===== config.mk =====
export PLATFORM = sky130hd
export DESIGN_NAME = alu_arbiter
export DESIGN_NICKNAME = d
export VERILOG_FILES = /design/src/rtl/alu_arbiter.sv
export SDC_FILE = /design/constraint.sdc
export NUM_CORES = 1
export LEC_CHECK = 0
export CAP_MARGIN = 20
export CORE_ASPECT_RATIO = 0.7
export CORE_MARGIN = 1
export CORE_UTILIZATION = 47
export CTS_BUF_LIST = sky130_fd_sc_hd__clkbuf_4 sky130_fd_sc_hd__clkbuf_8 sky130_fd_sc_hd__clkbuf_16
export DETAILED_ROUTE_END_ITERATION = 8
export PLACE_DENSITY = 0.91
export REMOVE_ABC_BUFFERS = 1
export SYNTH_ARGS = -nofsm -noshare
export SYNTH_HDL_FRONTEND = slang
export SYNTH_SLANG_ARGS = --single-unit

===== constraint.sdc =====
create_clock -name clk -period 4.7 [get_ports clk]
set_input_delay 0.47 -clock clk [delete_from_list [all_inputs] [get_ports clk]]
set_output_delay 0.47 -clock clk [all_outputs]
set_load 0.02 [all_outputs]

===== src/rtl/alu_arbiter.sv =====
// alu_arbiter
//   Shares one combinational ALU among N_REQ requesters. A round-robin grant
//   picks one request in IDLE and latches its operands, opcode and ID. The
//   registered operands drive the ALU during EXEC, the result is captured at
//   the end of EXEC, and RESP presents it on a valid/ready response port.
//
// Ports
//   clk, reset             : clock, synchronous active-high reset
//   req_valid/A/B/sel      : per-requester request, packed slice i = requester i
//   req_ready              : one-hot accept, IDLE only
//   alu_A/alu_B/alu_sel    : to the external ALU (always the operand registers)
//   alu_out/alu_carry      : from the external ALU
//   rsp_valid/rsp_ready    : response handshake
//   rsp_id/data/carry      : owner ID and captured ALU result
//   busy                   : high whenever the FSM is not in IDLE
module alu_arbiter #(
    parameter int WIDTH = 8,
    parameter int N_REQ = 4,
    parameter int ID_W  = $clog2(N_REQ)
) (
    input  logic                   clk,
    input  logic                   reset,
    input  logic [N_REQ-1:0]       req_valid,
    input  logic [N_REQ*WIDTH-1:0] req_A,
    input  logic [N_REQ*WIDTH-1:0] req_B,
    input  logic [N_REQ*4-1:0]     req_sel,
    output logic [N_REQ-1:0]       req_ready,
    output logic [WIDTH-1:0]       alu_A,
    output logic [WIDTH-1:0]       alu_B,
    output logic [3:0]             alu_sel,
    input  logic [WIDTH-1:0]       alu_out,
    input  logic                   alu_carry,
    output logic                   rsp_valid,
    input  logic                   rsp_ready,
    output logic [ID_W-1:0]        rsp_id,
    output logic [WIDTH-1:0]       rsp_data,
    output logic                   rsp_carry,
    output logic                   busy
);

    typedef enum logic [1:0] {IDLE, EXEC, RESP} state_t;

    state_t            state_q, state_d;
    logic [ID_W-1:0]   rr_ptr_q, rr_ptr_d;
    logic [ID_W-1:0]   id_q, id_d;
    logic [WIDTH-1:0]  a_q, a_d;
    logic [WIDTH-1:0]  b_q, b_d;
    logic [3:0]        sel_q, sel_d;
    logic [WIDTH-1:0]  data_q, data_d;
    logic              carry_q, carry_d;

    logic              gnt_found;
    logic [ID_W-1:0]   gnt_idx;
    logic [WIDTH-1:0]  gnt_a, gnt_b;
    logic [3:0]        gnt_sel;
    int                idx;

    // Round-robin search: first valid requester at or above rr_ptr, wrapping.
    always_comb begin
        gnt_found = 1'b0;
        gnt_idx   = '0;
        gnt_a     = '0;
        gnt_b     = '0;
        gnt_sel   = '0;
        idx       = 0;
        for (int k = 0; k < N_REQ; k++) begin
            idx = int'(rr_ptr_q) + k;
            if (idx >= N_REQ) idx = idx - N_REQ;
            if (!gnt_found && req_valid[idx]) begin
                gnt_found = 1'b1;
                gnt_idx   = ID_W'(idx);
                gnt_a     = req_A[idx*WIDTH +: WIDTH];
                gnt_b     = req_B[idx*WIDTH +: WIDTH];
                gnt_sel   = req_sel[idx*4 +: 4];
            end
        end
    end

    // State register plus all datapath registers.
    always_ff @(posedge clk) begin
        if (reset) begin
            state_q  <= IDLE;
            rr_ptr_q <= '0;
            id_q     <= '0;
            a_q      <= '0;
            b_q      <= '0;
            sel_q    <= '0;
            data_q   <= '0;
            carry_q  <= 1'b0;
        end else begin
            state_q  <= state_d;
            rr_ptr_q <= rr_ptr_d;
            id_q     <= id_d;
            a_q      <= a_d;
            b_q      <= b_d;
            sel_q    <= sel_d;
            data_q   <= data_d;
            carry_q  <= carry_d;
        end
    end

    // Next-state logic.
    always_comb begin
        state_d = state_q;
        case (state_q)
            IDLE:    if (gnt_found) state_d = EXEC;
            EXEC:    state_d = RESP;
            RESP:    if (rsp_ready) state_d = IDLE;
            default: state_d = IDLE;
        endcase
    end

    // Datapath register updates.
    always_comb begin
        rr_ptr_d = rr_ptr_q;
        id_d     = id_q;
        a_d      = a_q;
        b_d      = b_q;
        sel_d    = sel_q;
        data_d   = data_q;
        carry_d  = carry_q;
        if (state_q == IDLE && gnt_found) begin
            id_d     = gnt_idx;
            a_d      = gnt_a;
            b_d      = gnt_b;
            sel_d    = gnt_sel;
            // Explicit wrap so non-power-of-two N_REQ stays in range.
            rr_ptr_d = (gnt_idx == ID_W'(N_REQ - 1)) ? '0 : gnt_idx + ID_W'(1);
        end
        if (state_q == EXEC) begin
            data_d  = alu_out;
            carry_d = alu_carry;
        end
    end

    // Outputs. req_ready is masked by reset so nothing looks accepted
    // on an edge that will be discarded.
    always_comb begin
        req_ready = '0;
        if (state_q == IDLE && gnt_found && !reset) req_ready[gnt_idx] = 1'b1;
        rsp_valid = (state_q == RESP);
        busy      = (state_q != IDLE);
    end

    assign alu_A     = a_q;
    assign alu_B     = b_q;
    assign alu_sel   = sel_q;
    assign rsp_id    = id_q;
    assign rsp_data  = data_q;
    assign rsp_carry = carry_q;

endmodule


# Yosys cells after proc, flatten, opt, wreduce, memory -nomap -nowiden
# Index checks and enable logic that the tools add are counted.
[totals]
register_bits = 35
input_bits = 96
out_inout_bits = 37
[op_classes]
add_sub_neg = 8
order_cmp = 10
eq_ne = 5
shifts = 12
n_mux = 43
reduce_logical = 13
[op_table]
columns = ["cell", "count"]
rows = [
  ["32-bit by 32-bit indexed part select with 8-bit output", 8],
  ["32-bit by 4-bit < comparator with 1-bit output, second input constant", 4],
  ["32-bit 2-to-1 mux", 4],
  ["16-bit by 32-bit indexed part select with 4-bit output", 4],
  ["8-bit 2-to-1 mux", 8],
  ["4-bit 2-to-1 mux", 5],
  ["2-bit 2-to-1 mux", 7],
  ["1-bit 2-to-1 mux", 13],
  ["3-bit by 3-bit subtractor with 4-bit output, second input constant", 3],
  ["3-bit >= comparator, second input constant", 3],
  ["1-bit binary-select mux with 2-bit select", 4],
  ["2-bit by 2-bit adder with 3-bit output, second input constant", 2],
  ["1-bit logical AND", 6],
  ["2-bit one-hot mux with 3 select lines", 1],
  ["2-bit == test, second input constant", 2],
  ["1-bit zero test", 4],
  ["2-bit by 3-bit subtractor with 4-bit output, second input constant", 1],
  ["2-bit by 1-bit adder with 3-bit output, second input constant", 1],
  ["2-bit by 3-bit >= comparator with 1-bit output, second input constant", 1],
  ["2-bit by 3-bit < comparator with 1-bit output, second input constant", 1],
  ["2-bit by 1-bit adder with 2-bit output, second input constant", 1],
  ["1-bit demux with 2-bit select", 1],
  ["2-bit by 1-bit == test with 1-bit output, second input constant", 1],
  ["2-bit by 1-bit >= comparator with 1-bit output, second input constant", 1],
  ["5 further kinds", 5],
]

# Depth between registers and ports, before layout
# Gate-level depths: netlist (run 1).
[depth]
ltp_word = 20
ltp_mapped = 15
depth_no_buf = 10

# Worst setup path before layout (run 1)
# No wires, ideal clock.
[synth_timing]
path_type = "flip-flop to output port"
start = "register rr_ptr_q[0]"
end = "output port req_ready[1]"
t_arrival_ps = 3102
required_ps = 4230
setup_slack_ps = 1128
stages_incl_launch_ff = 14
path_buffers = 5
path_cell_list = "dfxtp_1 -> buf_4 -> buf_4 -> buf_2 -> inv_1 -> ha_1 -> buf_4 -> mux4_2 -> clkbuf_1 -> o21bai_1 -> a31oi_1 -> inv_1 -> ha_1 -> and2_1"
[synth_via]
elab_chain_len = 20
elab_cells_between_ends = 49
cone_classes = "add/sub: 7; order compare: 6; mux: 27; reduce/logical: 9"
[synth_rtl]
columns = ["item", "line_no", "text"]
rows = [
  ["start, declared", "44", "logic [ID_W-1:0] rr_ptr_q, rr_ptr_d;"],
  ["start signal, assigned", "92", "rr_ptr_q <= rr_ptr_d;"],
  ["parallel branches: the longest is 14 deep, another holds 3-bit by 3-bit subtractor with 4-bit output", "--", ""],
  ["2-bit 2-to-1 mux *", "69", "if (!gnt_found && req_valid[idx]) begin"],
  ["net gnt_idx[0]", "53", "logic [ID_W-1:0] gnt_idx;"],
  ["2-bit by 3-bit < comparator with 1-bit output (not written as such) / 2-bit by 1-bit >= comparator with 1-bit output (equally long branches)", "140", "if (state_q == IDLE && gnt_found && !reset) req_ready[gnt_idx] = 1'b1;"],
  ["1-bit logical AND (not written as such)", "140", ""],
  ["1-bit 2-to-1 mux (not written as such)", "140", ""],
  ["1-bit demux with 2-bit select *", "140", ""],
  ["4-bit 2-to-1 mux *", "140", ""],
  ["end, declared", "27", "output logic [N_REQ-1:0] req_ready,"],
]
# Mark *: on every way through the listed nets, which the timed path passes. The select of a mux whose other input is x is not followed.

# Worst setup path after layout (run 1)
[layout_timing]
start = "register rr_ptr_q[0]"
end = "output port req_ready[3]"
# The elaborated chain is that of the path after synthesis.

==> out/results.md, run 1 <==
| Step | Item | Reported |
|:---|:---|:---|
| place | Routability-driven placement congestion ratio | 0.823 |
| synthesis | Proportion of synthesized flip-flops having asynchronous set or reset | 0% |
| global route | First-pass GRT wire length | 18400 µm |
| clock tree | Number of buffers inserted during clock tree synthesis | 5 |
| clock tree | Number of clock sinks | 35 |
| routing | Routed Wire Length | 11500 µm |
| sta | Max_slew headroom | 36.6% |
| clock tree | Post-CTS setup buffers | 0 |
| clock tree | Root cell of the clock tree | sky130_fd_sc_hd__clkbuf_16 |
| die | Number of placement rows | 27 |
| clock tree | Total of cells resized after clock tree synthesis | 0 |
| sta | Peak clock frequency supported by timing | 240 MHz |
| power and ir drop | Largest voltage drop on the vdd net | 0.390 mV |
| clock tree | Hold-fix buffers, CTS | 0 |
| sta | Final hold violations | 0 |
| setup path | Data required time at the worst endpoint | 4.23 ns |
| synthesis | Commonest cells in the netlist | sky130_fd_sc_hd__mux2_2, sky130_fd_sc_hd__mux4_2, sky130_fd_sc_hd__nand2_1 |
| routing | Count of nets left with antenna violations after detail routing | 0 |
| synthesis | Number of instances in the synthesized netlist | 404 |
| setup path | Arrival @ worst endpoint | 3.69 ns |
| routing | Detail-routed via count per cell | 6.19 |
| setup path | Startpoint type of the worst setup path | flip-flop |
| run status | Violations in the final reports | design-rule violations |
| finish | Net total in the final layout | 614 |
| power and ir drop | Leakage power total | 2.06 nW |
| synthesis | Primary flip-flop cell chosen by synthesis mapping | sky130_fd_sc_hd__dfxtp_1 |
| finish | Post-route core utilization | 67.5% |
| clock tree | Clock latency on the worst-skew pair | 0.27 ns |
| routing | Number of iterations in the first detailed-routing pass | 6 |
| min path | Type of the most critical hold path | reg2reg |
| sta | RSZ-0062 raised after global routing | false |
| finish | Area growth syn-to-layout | 36.1% |
| sta | Number of endpoints failing setup at the final stage | 0 |
| clock tree | Clock buffer depth | 2 |
| routing | First DRT Iteration DRCs | 195 |
| die | Die Span Y | 79.2 µm |
| sta | Measured slew at the worst slew-check pin | 0.950 ns |
| synthesis | Portion of the post-synthesis area used by sequential elements | 17.5% |
| global route | Grt total ovfl | 0 |
| run status | Result of the run | complete, but fails checks |
| synthesis | Yosys warnings | 0 |
| place | Number of buffers inserted by port buffering | 132 |
| synthesis | Synthesized cell area | 4010 µm² |
| die | Placeable core area | 8070 µm² |
| place | Detailed-placement wirelength estimate | 8330 µm |
| synthesis | Post-synthesis sequential element count | 35 |
| synthesis | Yosys top cell area share | 24.2% |
| global route | Initial antenna violation count | 0 |
| sta | Final sum of negative setup slack | 0 ns |
| setup path | Capturing element type of the critical path | output port |
| routing | DRC violations left | 7 |
| global route | Largest net degree at the start of global routing | 70 |
| run | Max-cap check violation count | 0 |
| die | Starting utilization of the core area | 49.6% |
| synthesis | Number of synthesized flops with an enable pin | 0 |
| sta | Tmin final | 4.16 ns |
| finish | Fraction of layout cells with a size suffix above 1 | 23.4% |
| routing | Post-detailed-route wirelength per cell | 18.8 µm |
| clock tree | Count of H-tree levels built during CTS | 2 |
| power and ir drop | Power per Cell Area | 563 nW/µm² |
| setup path | Kind of critical path | reg2out |
| synthesis | Syn_area_per_cell | 9.91 µm² |
| clock tree | CTS tree | yes |
| power and ir drop | Power, Total | 0.00307 W |
| synthesis | Top area cells in the synthesized netlist | sky130_fd_sc_hd__mux4_2, sky130_fd_sc_hd__dfxtp_1, sky130_fd_sc_hd__mux2_2 |
| die | Num ports | 133 |
| global route | GR Util All Layers | 25.9% |
| routing | Vias after detailed routing | 3797 |
| synthesis | Number of library cell types mapped by synthesis | 36 |
| sta | Pins over their slew limit | 0 |
| setup path | Maximum fanout along the worst path | 69 |
| sta | Worst clock skew | 0.00436 ns |
| sta | Period utilisation layout | 88.6% |
| die | Die W | 112 µm |
| clock tree | Clk pin slew, worst setup/hold paths | 0.06 ns |
| die | Overall die area | 8900 µm² |
| finish | Number of antenna diodes | 0 |
| global route | Vias in the first global route | 3888 |
| synthesis | Post-synthesis cell type with the largest combined area | sky130_fd_sc_hd__mux4_2 |
-- worst max-delay path: stages (launching register included) --
cell and delay (ns):
sky130_fd_sc_hd__dfxtp_4 0.54, sky130_fd_sc_hd__buf_4 0.76, sky130_fd_sc_hd__mux2_2 0.43, sky130_fd_sc_hd__mux2i_1 0.22
sky130_fd_sc_hd__a21oi_1 0.10, sky130_fd_sc_hd__a31oi_1 0.36, sky130_fd_sc_hd__inv_1 0.13, sky130_fd_sc_hd__ha_1 0.22
sky130_fd_sc_hd__and2_1 0.13, sky130_fd_sc_hd__clkdlybuf4s50_1 0.53
-- placed cells by master (no fill, tap or decap), types with 2 or more instances in the layout --
cell type	netlist	final
sky130_fd_sc_hd__o21ai_0	2	2
sky130_fd_sc_hd__a21oi_1	33	33
sky130_fd_sc_hd__nor2_1	28	27
sky130_fd_sc_hd__clkbuf_4	0	2
sky130_fd_sc_hd__nand2_1	39	39
sky130_fd_sc_hd__a21bo_1	16	16
sky130_fd_sc_hd__mux2_2	43	43
sky130_fd_sc_hd__a311oi_1	17	17
sky130_fd_sc_hd__a21bo_2	4	4
sky130_fd_sc_hd__ha_1	7	6
sky130_fd_sc_hd__o21bai_1	2	2
sky130_fd_sc_hd__dfxtp_1	35	34
sky130_fd_sc_hd__mux4_2	43	43
sky130_fd_sc_hd__and2_1	4	4
sky130_fd_sc_hd__nor3_1	2	2
sky130_fd_sc_hd__a311oi_2	3	3
sky130_fd_sc_hd__nor2b_1	3	3
sky130_fd_sc_hd__buf_4	7	10
sky130_fd_sc_hd__nand2b_1	2	2
sky130_fd_sc_hd__o21ai_1	19	19
sky130_fd_sc_hd__a22oi_1	20	20
sky130_fd_sc_hd__inv_1	4	4
sky130_fd_sc_hd__clkdlybuf4s50_1	0	132
sky130_fd_sc_hd__mux2i_1	26	26
sky130_fd_sc_hd__clkbuf_16	0	5
-- worst paths after layout --
kind | startpoint | end | slack [ns] | cells after the start
worst max-delay path | rr_ptr_q[0] | req_ready[3] | 0.54 | 9
worst max register to register | rr_ptr_q[0] | alu_B[2] | 1.43 | 8
worst min register to register | rsp_carry | rsp_carry | 0.46 | 2
worst min-delay path | rsp_carry | rsp_carry | 0.46 | 2
-- per-layer routing --
metal | global-route usage, % | vias to the layer above | share of wire, %
li1 | - | 1790 | -
met1 | 29.9 | 1839 | 39
met2 | 49.3 | 146 | 52
met3 | 3.89 | 22 | 6.5
met4 | 8.40 | 0 | 2.0
met5 | 0 | - | 0
-- registers in the layout, summed over array words and instances, names as in the netlist --
name	flops
alu_A	8
alu_B	8
alu_sel	4
rr_ptr_q	2
rsp_carry	1
rsp_data	8
rsp_id	2
state_q	2
-- through the flow --
stage | instance area, µm² | setup WS (ns) | instances | hold WS (ns)
final | 5450 | 0.536 | 613 | 0.455
after global routing | 5450 | 0.226 | 613 | 0.475
after CTS | 5450 | 0.510 | 613 | 0.455
after detailed placement | 5310 | 0.816 | 605 | 0.447
after global placement | 5310 | 0.958 | 605 | 0.442
after floorplan | 3770 | -2.63 | 362 | 0.528
-- cell families after synthesis --
family	count (synthesis)	synth area share [%]
buffers and inverters	47	6.22
AND/OR/NAND/NOR	80	8.43
adder cells (fa/ha/maj)	7	2.19
multiplexers	112	42.8
flip-flops	35	17.5
AO/OA/AOI/OAI	123	22.9
-- cell type report --
type	instances	area [µm²]
Multi-Input combinational cell	322	3060
Fill cell	621	2620
Timing Repair Buffer	142	1400
Sequential cell	35	704
Clock buffer	7	140
Tap cell	101	126
Inverter	5	18.8
Clock inverter	1	5.00
-- report_power, final --
part           total [W]  internal, W  switching [W]
Clock           0.000327     0.000207       0.000120
Combinational    0.00223      0.00113        0.00110
Sequential      0.000513     0.000418      0.0000957
No activity file was read; power rests on OpenSTA's default activity.
==> run 2: changes to the inputs <==
--- a/config.mk
+++ b/config.mk
@@ -9,6 +9,7 @@
 export CORE_ASPECT_RATIO = 0.7
-export CORE_MARGIN = 1
-export CORE_UTILIZATION = 47
+export CORE_MARGIN = 2
+export CORE_UTILIZATION = 66
 export CTS_BUF_LIST = sky130_fd_sc_hd__clkbuf_4 sky130_fd_sc_hd__clkbuf_8 sky130_fd_sc_hd__clkbuf_16
 export DETAILED_ROUTE_END_ITERATION = 8
+export DONT_BUFFER_PORTS = 1
 export PLACE_DENSITY = 0.91
==> constraint.sdc (replaced) <==
create_clock -name clk -period 4.7 [get_ports clk]
set_input_delay 1.41 -clock clk [delete_from_list [all_inputs] [get_ports clk]]
set_output_delay 1.41 -clock clk [all_outputs]
set_load 0.02 [all_outputs]
==> run 2 against run 1 <==
Compared with the run above: the run now ends clean; sequential power up 28%; routed wire length down 12%; maximum frequency down 6.5%; sequential share of layout area up 4.5 points; core utilization up 2.5 points; hold slack better by 0.10 ns; via count down 13%; combinational power down 21%; global-route usage up 4.4 points; largest cell class unchanged; critical path type is now in2out; setup slack worse by 0.29 ns.
==> out/results.md, run 2 (synthesis results as in run 1) <==
| Step | Item | Reported | vs previous |
|:---|:---|:---|:---|
| sta | Final hold violations | 0 | unchanged |
| setup path | Arrival @ worst endpoint | 3.04 ns | was 3.69 ns |
| routing | Wire length on met2 | 4980 µm | was 6030 µm |
| setup path | Data required time at the worst endpoint | 3.29 ns | was 4.23 ns |
| place | Placement Setup Slack | 0.266 ns | was 0.816 ns |
| sta | Worst clock skew | 0.00691 ns | was 0.00436 ns |
| power and ir drop | Part of the total power dissipated in the clock network | 8.8% | was 10.6% |
| finish | Number of antenna diodes | 0 | unchanged |
| place | Routability-driven placement congestion ratio | 0.810 | was 0.823 |
| die | Placeable core area | 5780 µm² | was 8070 µm² |
| finish | Top library cells by usage in the layout, fill and taps aside | sky130_fd_sc_hd__mux2_2, sky130_fd_sc_hd__mux4_2, sky130_fd_sc_hd__nand2_1 | was sky130_fd_sc_hd__clkdlybuf4s50_1, sky130_fd_sc_hd__mux2_2, sky130_fd_sc_hd__mux4_2 |
| global route | GR Util All Layers | 30.2% | was 25.9% |
| finish | Fill cells | 435 | was 621 |
| routing | Highest metal layer with signal wires | met4 | unchanged |
| global route | First-pass GRT wire length | 16600 µm | was 18400 µm |
| place | Number of buffers inserted by port buffering | 0 | was 132 |
| power and ir drop | Leakage power total | 1.53 nW | was 2.06 nW |
| setup path | Capturing element type of the critical path | output port | unchanged |
| global route | Grt total ovfl | 0 | unchanged |
| clock tree | Root cell of the clock tree | sky130_fd_sc_hd__clkbuf_8 | was sky130_fd_sc_hd__clkbuf_16 |
| routing | Vias after detailed routing | 3318 | was 3797 |
| finish | Net total in the final layout | 481 | was 614 |
| power and ir drop | Part of the power in combinational logic | 66.4% | was 72.6% |
| clock tree | Clock latency on the worst-skew pair | 0.28 ns | was 0.27 ns |
| routing | Post-detailed-route wirelength per cell | 22.2 µm | was 18.8 µm |
| setup path | Startpoint type of the worst setup path | input port | was flip-flop |
| clock tree | Number of buffers inserted during clock tree synthesis | 5 | unchanged |
| global route | Initial antenna violation count | 0 | unchanged |
| finish | Post-route core utilization | 70.0% | was 67.5% |
| finish | Finished Layout Cells | 454 | was 613 |
| die | Starting utilization of the core area | 69.2% | was 49.6% |
| sta | Pins over their slew limit | 0 | unchanged |
| run status | Result of the run | finished, final reports clean | was complete, but fails checks |
| clock tree | Hold-fix buffers, CTS | 0 | unchanged |
| routing | Met3 WL post-DR | 1050 µm | was 752 µm |
| routing | First DRT Iteration DRCs | 224 | was 195 |
| setup path | Launch point of the worst path | req_valid[2] | was rr_ptr_q[0] |
| routing | DRC violations left | 0 | was 7 |
| sta | Peak clock frequency supported by timing | 224 MHz | was 240 MHz |
| routing | Routed Wire Length | 10100 µm | was 11500 µm |
| clock tree | CTS tree | yes | unchanged |
| routing | Detailed-route wire length on metal 1 | 3880 µm | was 4490 µm |
| die | Num ports | 133 | unchanged |
| finish | Area of combinational cells with multiple inputs | 3070 µm² | was 3060 µm² |
| finish | Area growth syn-to-layout | 1.12% | was 36.1% |
| die | Die W | 97.1 µm | was 112 µm |
| power and ir drop | Cell internal pwr | 0.00142 W | was 0.00176 W |
| clock tree | Clock buffer depth | 2 | unchanged |
| sta | Measured slew at the worst slew-check pin | 1.03 ns | was 0.950 ns |
| finish | Fraction of layout cells with a size suffix above 1 | 31.4% | was 23.4% |
| power and ir drop | Power, Total | 0.00265 W | was 0.00307 W |
| clock tree | Count of H-tree levels built during CTS | 2 | unchanged |
| sta | Number of endpoints failing setup at the final stage | 0 | unchanged |
| die | Overall die area | 6720 µm² | was 8900 µm² |
| routing | Detail-routed via count per cell | 7.31 | was 6.19 |
| power and ir drop | Sequential share of power | 24.8% | was 16.7% |
| power and ir drop | Switching fraction of total power | 46.3% | was 42.8% |
| clock tree | Number of clock sinks | 35 | unchanged |
| routing | Number of iterations in the first detailed-routing pass | 5 | was 6 |
| power and ir drop | Power per Cell Area | 655 nW/µm² | was 563 nW/µm² |
| place | Number of cells in the design after placement | 446 | was 605 |
| routing | Count of nets left with antenna violations after detail routing | 0 | unchanged |
| sta | Final setup slack of the worst path | 0.245 ns | was 0.536 ns |
| sta | Period utilisation layout | 94.8% | was 88.6% |
| place | Detailed-placement wirelength estimate | 7060 µm | was 8330 µm |
| finish | Seq. cell area | 704 µm² | unchanged |
| min path | Type of the most critical hold path | reg2reg | unchanged |
| global route | Vias in the first global route | 3470 | was 3888 |
| die | Die Span Y | 69.2 µm | was 79.2 µm |
| sta | Max_slew headroom | 31.4% | was 36.6% |
| run | Max-cap check violation count | 0 | unchanged |
| clock tree | Clk pin slew, worst setup/hold paths | 0.07 ns | was 0.06 ns |
| setup path | Worst reg2reg startpoint | rr_ptr_q[0] | unchanged |
| sta | RSZ-0062 raised after global routing | false | unchanged |
| setup path | Kind of critical path | in2out | was reg2out |
| setup path | Maximum fanout along the worst path | 8 | was 69 |
| die | Number of placement rows | 23 | was 27 |
| power and ir drop | Net load switching power | 0.00123 W | was 0.00131 W |
| power and ir drop | Largest voltage drop on the vdd net | 0.281 mV | was 0.390 mV |
| global route | Largest net degree at the start of global routing | 71 | was 70 |
| sta | Final-layout worst hold slack | 0.558 ns | was 0.455 ns |
| sta | Tmin final | 4.45 ns | was 4.16 ns |
| min path | Beginning of the worst hold path | rsp_carry | unchanged |
run 2: power by group through the flow:
stage | clock network [W] | registers (W) | logic (W)
final | 0.000233 | 0.000658 | 0.00176
after detailed placement | 0 | 0.000669 | 0.00174
after global routing | 0.000252 | 0.000676 | 0.00192
after floorplan | 0 | 0.000704 | 0.00141
after global placement | 0 | 0.000663 | 0.00166
after CTS | 0.000239 | 0.000661 | 0.00175
run 2: cell type report:
class,count,share of cell area (%)
clock buffer,7,2.22
timing repair buffer,9,1.67
inverter,5,0.463
sequential,35,17.4
tap,75,2.32
clock inverter,1,0.124
multi-input combinational,322,75.8
run 2: path summary, 6_finish.rpt:
| path | to | slack (ns) | depth (start not counted) |
|---|---|---|---|
| min reg2reg | rsp_carry | 0.56 | 2 |
| max | req_ready[3] | 0.25 | 6 |
| min | rsp_carry | 0.56 | 2 |
| max reg2reg | alu_B[5] | 1.43 | 8 |
run 2: layer usage:
metal,track usage [%],vias up
met1,37.0,1604
met3,9.88,20
li1,-,1516
met4,11.0,0
met2,50.5,178
met5,0,-
run 2: stage by stage:
step | setup TNS [ns] | instance area, µm²
2_1_floorplan | -63.88 | 3770
3_3_place_gp | 0 | 3950
3_5_place_dp | 0 | 3950
4_1_cts | 0 | 4040
5_1_grt | 0 | 4050
6_report | 0 | 4050
run 2: critical path, stage by stage:
cell                       delay, ns
sky130_fd_sc_hd__mux4_2         0.49
sky130_fd_sc_hd__o21bai_1       0.18
sky130_fd_sc_hd__a31oi_1        0.39
sky130_fd_sc_hd__inv_1          0.15
sky130_fd_sc_hd__ha_1           0.23
sky130_fd_sc_hd__and2_1         0.20
run 2: what timing repair did:
action                                  in CTS  in global routing
endpoints found under the hold margin        0                  0
gates resized for setup                      0                  1
setup buffers                                0                  0
endpoints found under the setup margin       0                  2
==> run 3: changes to the inputs <==
- CORE_UTILIZATION: 66 -> 65
- PLACE_DENSITY: 0.91 -> 0.9
==> run 3 against run 2 <==
Compared with the run above: clock power rose by 33%; sequential share of layout area shrank 0.26 points; first-iteration DRC count down 30%; combinational power barely moved; via count grew 0.72%.
==> out/results.md, run 3 (synthesis results as in run 1) <==
| Step | Item | Reported | vs previous |
|:---|:---|:---|:---|
| clock tree | Hold-fix buffers, CTS | 0 | unchanged |
| routing | Routed Wire Length | 10300 µm | was 10100 µm |
| routing | Number of iterations in the first detailed-routing pass | 4 | was 5 |
| power and ir drop | Leakage power total | 1.55 nW | was 1.53 nW |
| setup path | Capturing element type of the critical path | output port | unchanged |
| setup path | Startpoint type of the worst setup path | input port | unchanged |
| clock tree | Post-CTS setup buffers | 0 | unchanged |
| power and ir drop | Largest voltage drop on the vdd net | 0.324 mV | was 0.281 mV |
| place | Routability-driven placement congestion ratio | 0.826 | was 0.810 |
| setup path | Kind of critical path | in2out | unchanged |
| global route | Largest net degree at the start of global routing | 83 | was 71 |
| place | Placement Setup Slack | 0.300 ns | was 0.266 ns |
| place | Detailed-placement wirelength estimate | 7120 µm | was 7060 µm |
| setup path | Maximum fanout along the worst path | 8 | unchanged |
| finish | Net total in the final layout | 483 | was 481 |
| finish | Number of antenna diodes | 0 | unchanged |
| sta | Final setup slack of the worst path | 0.285 ns | was 0.245 ns |
| die | Num ports | 133 | unchanged |
| sta | Pins over their slew limit | 0 | unchanged |
| setup path | R2R Setup Slk | 1.40 ns | was 1.43 ns |
| run status | Result of the run | finished, final reports clean | unchanged |
| min path | Type of the most critical hold path | reg2reg | unchanged |
| die | Die Span Y | 69.7 µm | was 69.2 µm |
| global route | First-pass GRT wire length | 17000 µm | was 16600 µm |
| finish | Top library cells by usage in the layout, fill and taps aside | sky130_fd_sc_hd__mux2_2, sky130_fd_sc_hd__mux4_2, sky130_fd_sc_hd__nand2_1 | unchanged |
| finish | Final design instance area without fill | 4110 µm² | was 4050 µm² |
| routing | Vias after detailed routing | 3342 | was 3318 |
| sta | Period utilisation layout | 93.9% | was 94.8% |
| clock tree | Number of clock sinks | 35 | unchanged |
| die | Die W | 97.8 µm | was 97.1 µm |
| place | Dpl cell area | 3950 µm² | about the same |
| global route | GR Util All Layers | 30.4% | was 30.2% |
| routing | Post-detailed-route wirelength per cell | 22.6 µm | was 22.2 µm |
| run | Max-cap check violation count | 0 | unchanged |
| clock tree | CTS tree | yes | unchanged |
| routing | First DRT Iteration DRCs | 156 | was 224 |
| sta | Number of endpoints failing setup at the final stage | 0 | unchanged |
| setup path | Arrival @ worst endpoint | 3.01 ns | was 3.04 ns |
| global route | Initial antenna violation count | 0 | unchanged |
| clock tree | Total of cells resized after clock tree synthesis | 0 | unchanged |
| die | Placeable core area | 5840 µm² | was 5780 µm² |
| routing | DRC violations left | 0 | unchanged |
| finish | Post-route core utilization | 70.4% | was 70.0% |
| clock tree | Count of H-tree levels built during CTS | 2 | unchanged |
| sta | Worst clock skew | 0.00981 ns | was 0.00691 ns |
| die | Overall die area | 6820 µm² | was 6720 µm² |
| clock tree | Root cell of the clock tree | sky130_fd_sc_hd__clkbuf_8 | unchanged |
| sta | Tmin final | 4.42 ns | was 4.45 ns |
| setup path | Data required time at the worst endpoint | 3.29 ns | about the same |
| sta | Max_slew headroom | 36.1% | was 31.4% |
| sta | RSZ-0062 raised after global routing | false | unchanged |
| sta | Peak clock frequency supported by timing | 226 MHz | was 224 MHz |
| global route | Grt total ovfl | 0 | unchanged |
| power and ir drop | Power per Cell Area | 670 nW/µm² | was 655 nW/µm² |
| clock tree | Clock latency on the worst-skew pair | 0.29 ns | was 0.28 ns |
| clock tree | Clock buffer depth | 2 | unchanged |
| clock tree | Clk pin slew, worst setup/hold paths | 0.07 ns | about the same |
| die | Starting utilization of the core area | 68.6% | was 69.2% |
| routing | Count of nets left with antenna violations after detail routing | 0 | unchanged |
| finish | Fill cells | 437 | was 435 |
| sta | Final hold violations | 0 | unchanged |
| die | Number of placement rows | 23 | unchanged |
| finish | Fraction of layout cells with a size suffix above 1 | 31.8% | was 31.4% |
| clock tree | Number of buffers inserted during clock tree synthesis | 5 | unchanged |
| power and ir drop | Power, Total | 0.00276 W | was 0.00265 W |
| routing | Detail-routed via count per cell | 7.33 | was 7.31 |
| place | Number of buffers inserted by port buffering | 0 | unchanged |
| finish | Area growth syn-to-layout | 2.66% | was 1.12% |
| global route | Vias in the first global route | 3530 | was 3470 |
| sta | Measured slew at the worst slew-check pin | 0.957 ns | was 1.03 ns |
==> run 3: cell types whose count changed in the layout (fill, tap and decap cells not counted), sizes merged <==
cell / change
clkinv: -1
buf: +2
clkinvlp: +1
bufinv: +1
clkbuf: -1
==> run 3: per-stage QoR <==
stage	hold slack, ns	TNS, ns	cells
after floorplan	0.528	-63.88	362
after global placement	0.540	0	447
after detailed placement	0.544	0	447
after CTS	0.554	0	455
after global routing	0.582	0	456
final	0.556	0	456
==> run 3: path summary, 6_finish.rpt <==
kind,start,endpoint,cells after the start
worst max-delay path,req_valid[2],req_ready[3],6
worst min-delay path,rsp_data[6],rsp_data[6],2
worst max register to register,rr_ptr_q[0],alu_A[7],8
worst min register to register,rsp_data[6],rsp_data[6],2
==> run 3: layout make-up <==
cell class	instances	area (µm²)	share of cell area, %
Clock buffer	6	93.8	2.28
Clock inverter	2	37.5	0.913
Inverter	5	18.8	0.456
Multi-Input combinational cell	322	3060	74.4
Sequential cell	35	704	17.1
Tap cell	75	93.8	2.28
Timing Repair Buffer	11	103	2.50
==> run 3: critical path, stage by stage <==
cell and delay [ns]:
sky130_fd_sc_hd__mux4_2 0.49, sky130_fd_sc_hd__o21bai_1 0.19, sky130_fd_sc_hd__a31oi_1 0.38, sky130_fd_sc_hd__inv_1 0.13, sky130_fd_sc_hd__ha_1 0.21, sky130_fd_sc_hd__and2_1 0.20
==> run 3: layer usage <==
layer,track usage (%),up-vias,wire [µm]
li1,-,1521,-
met4,10.2,0,165
met1,37.0,1636,3860
met3,9.98,16,1200
met5,0,-,0
met2,51.1,169,5100
==> run 3: where the power goes <==
group	switching, W	leakage (nW)	internal, W
sequential	0.000234	0.290	0.000417
combinational	0.000900	1.20	0.000894
clock	0.000120	0.0626	0.000190
total	0.00125	1.55	0.00150
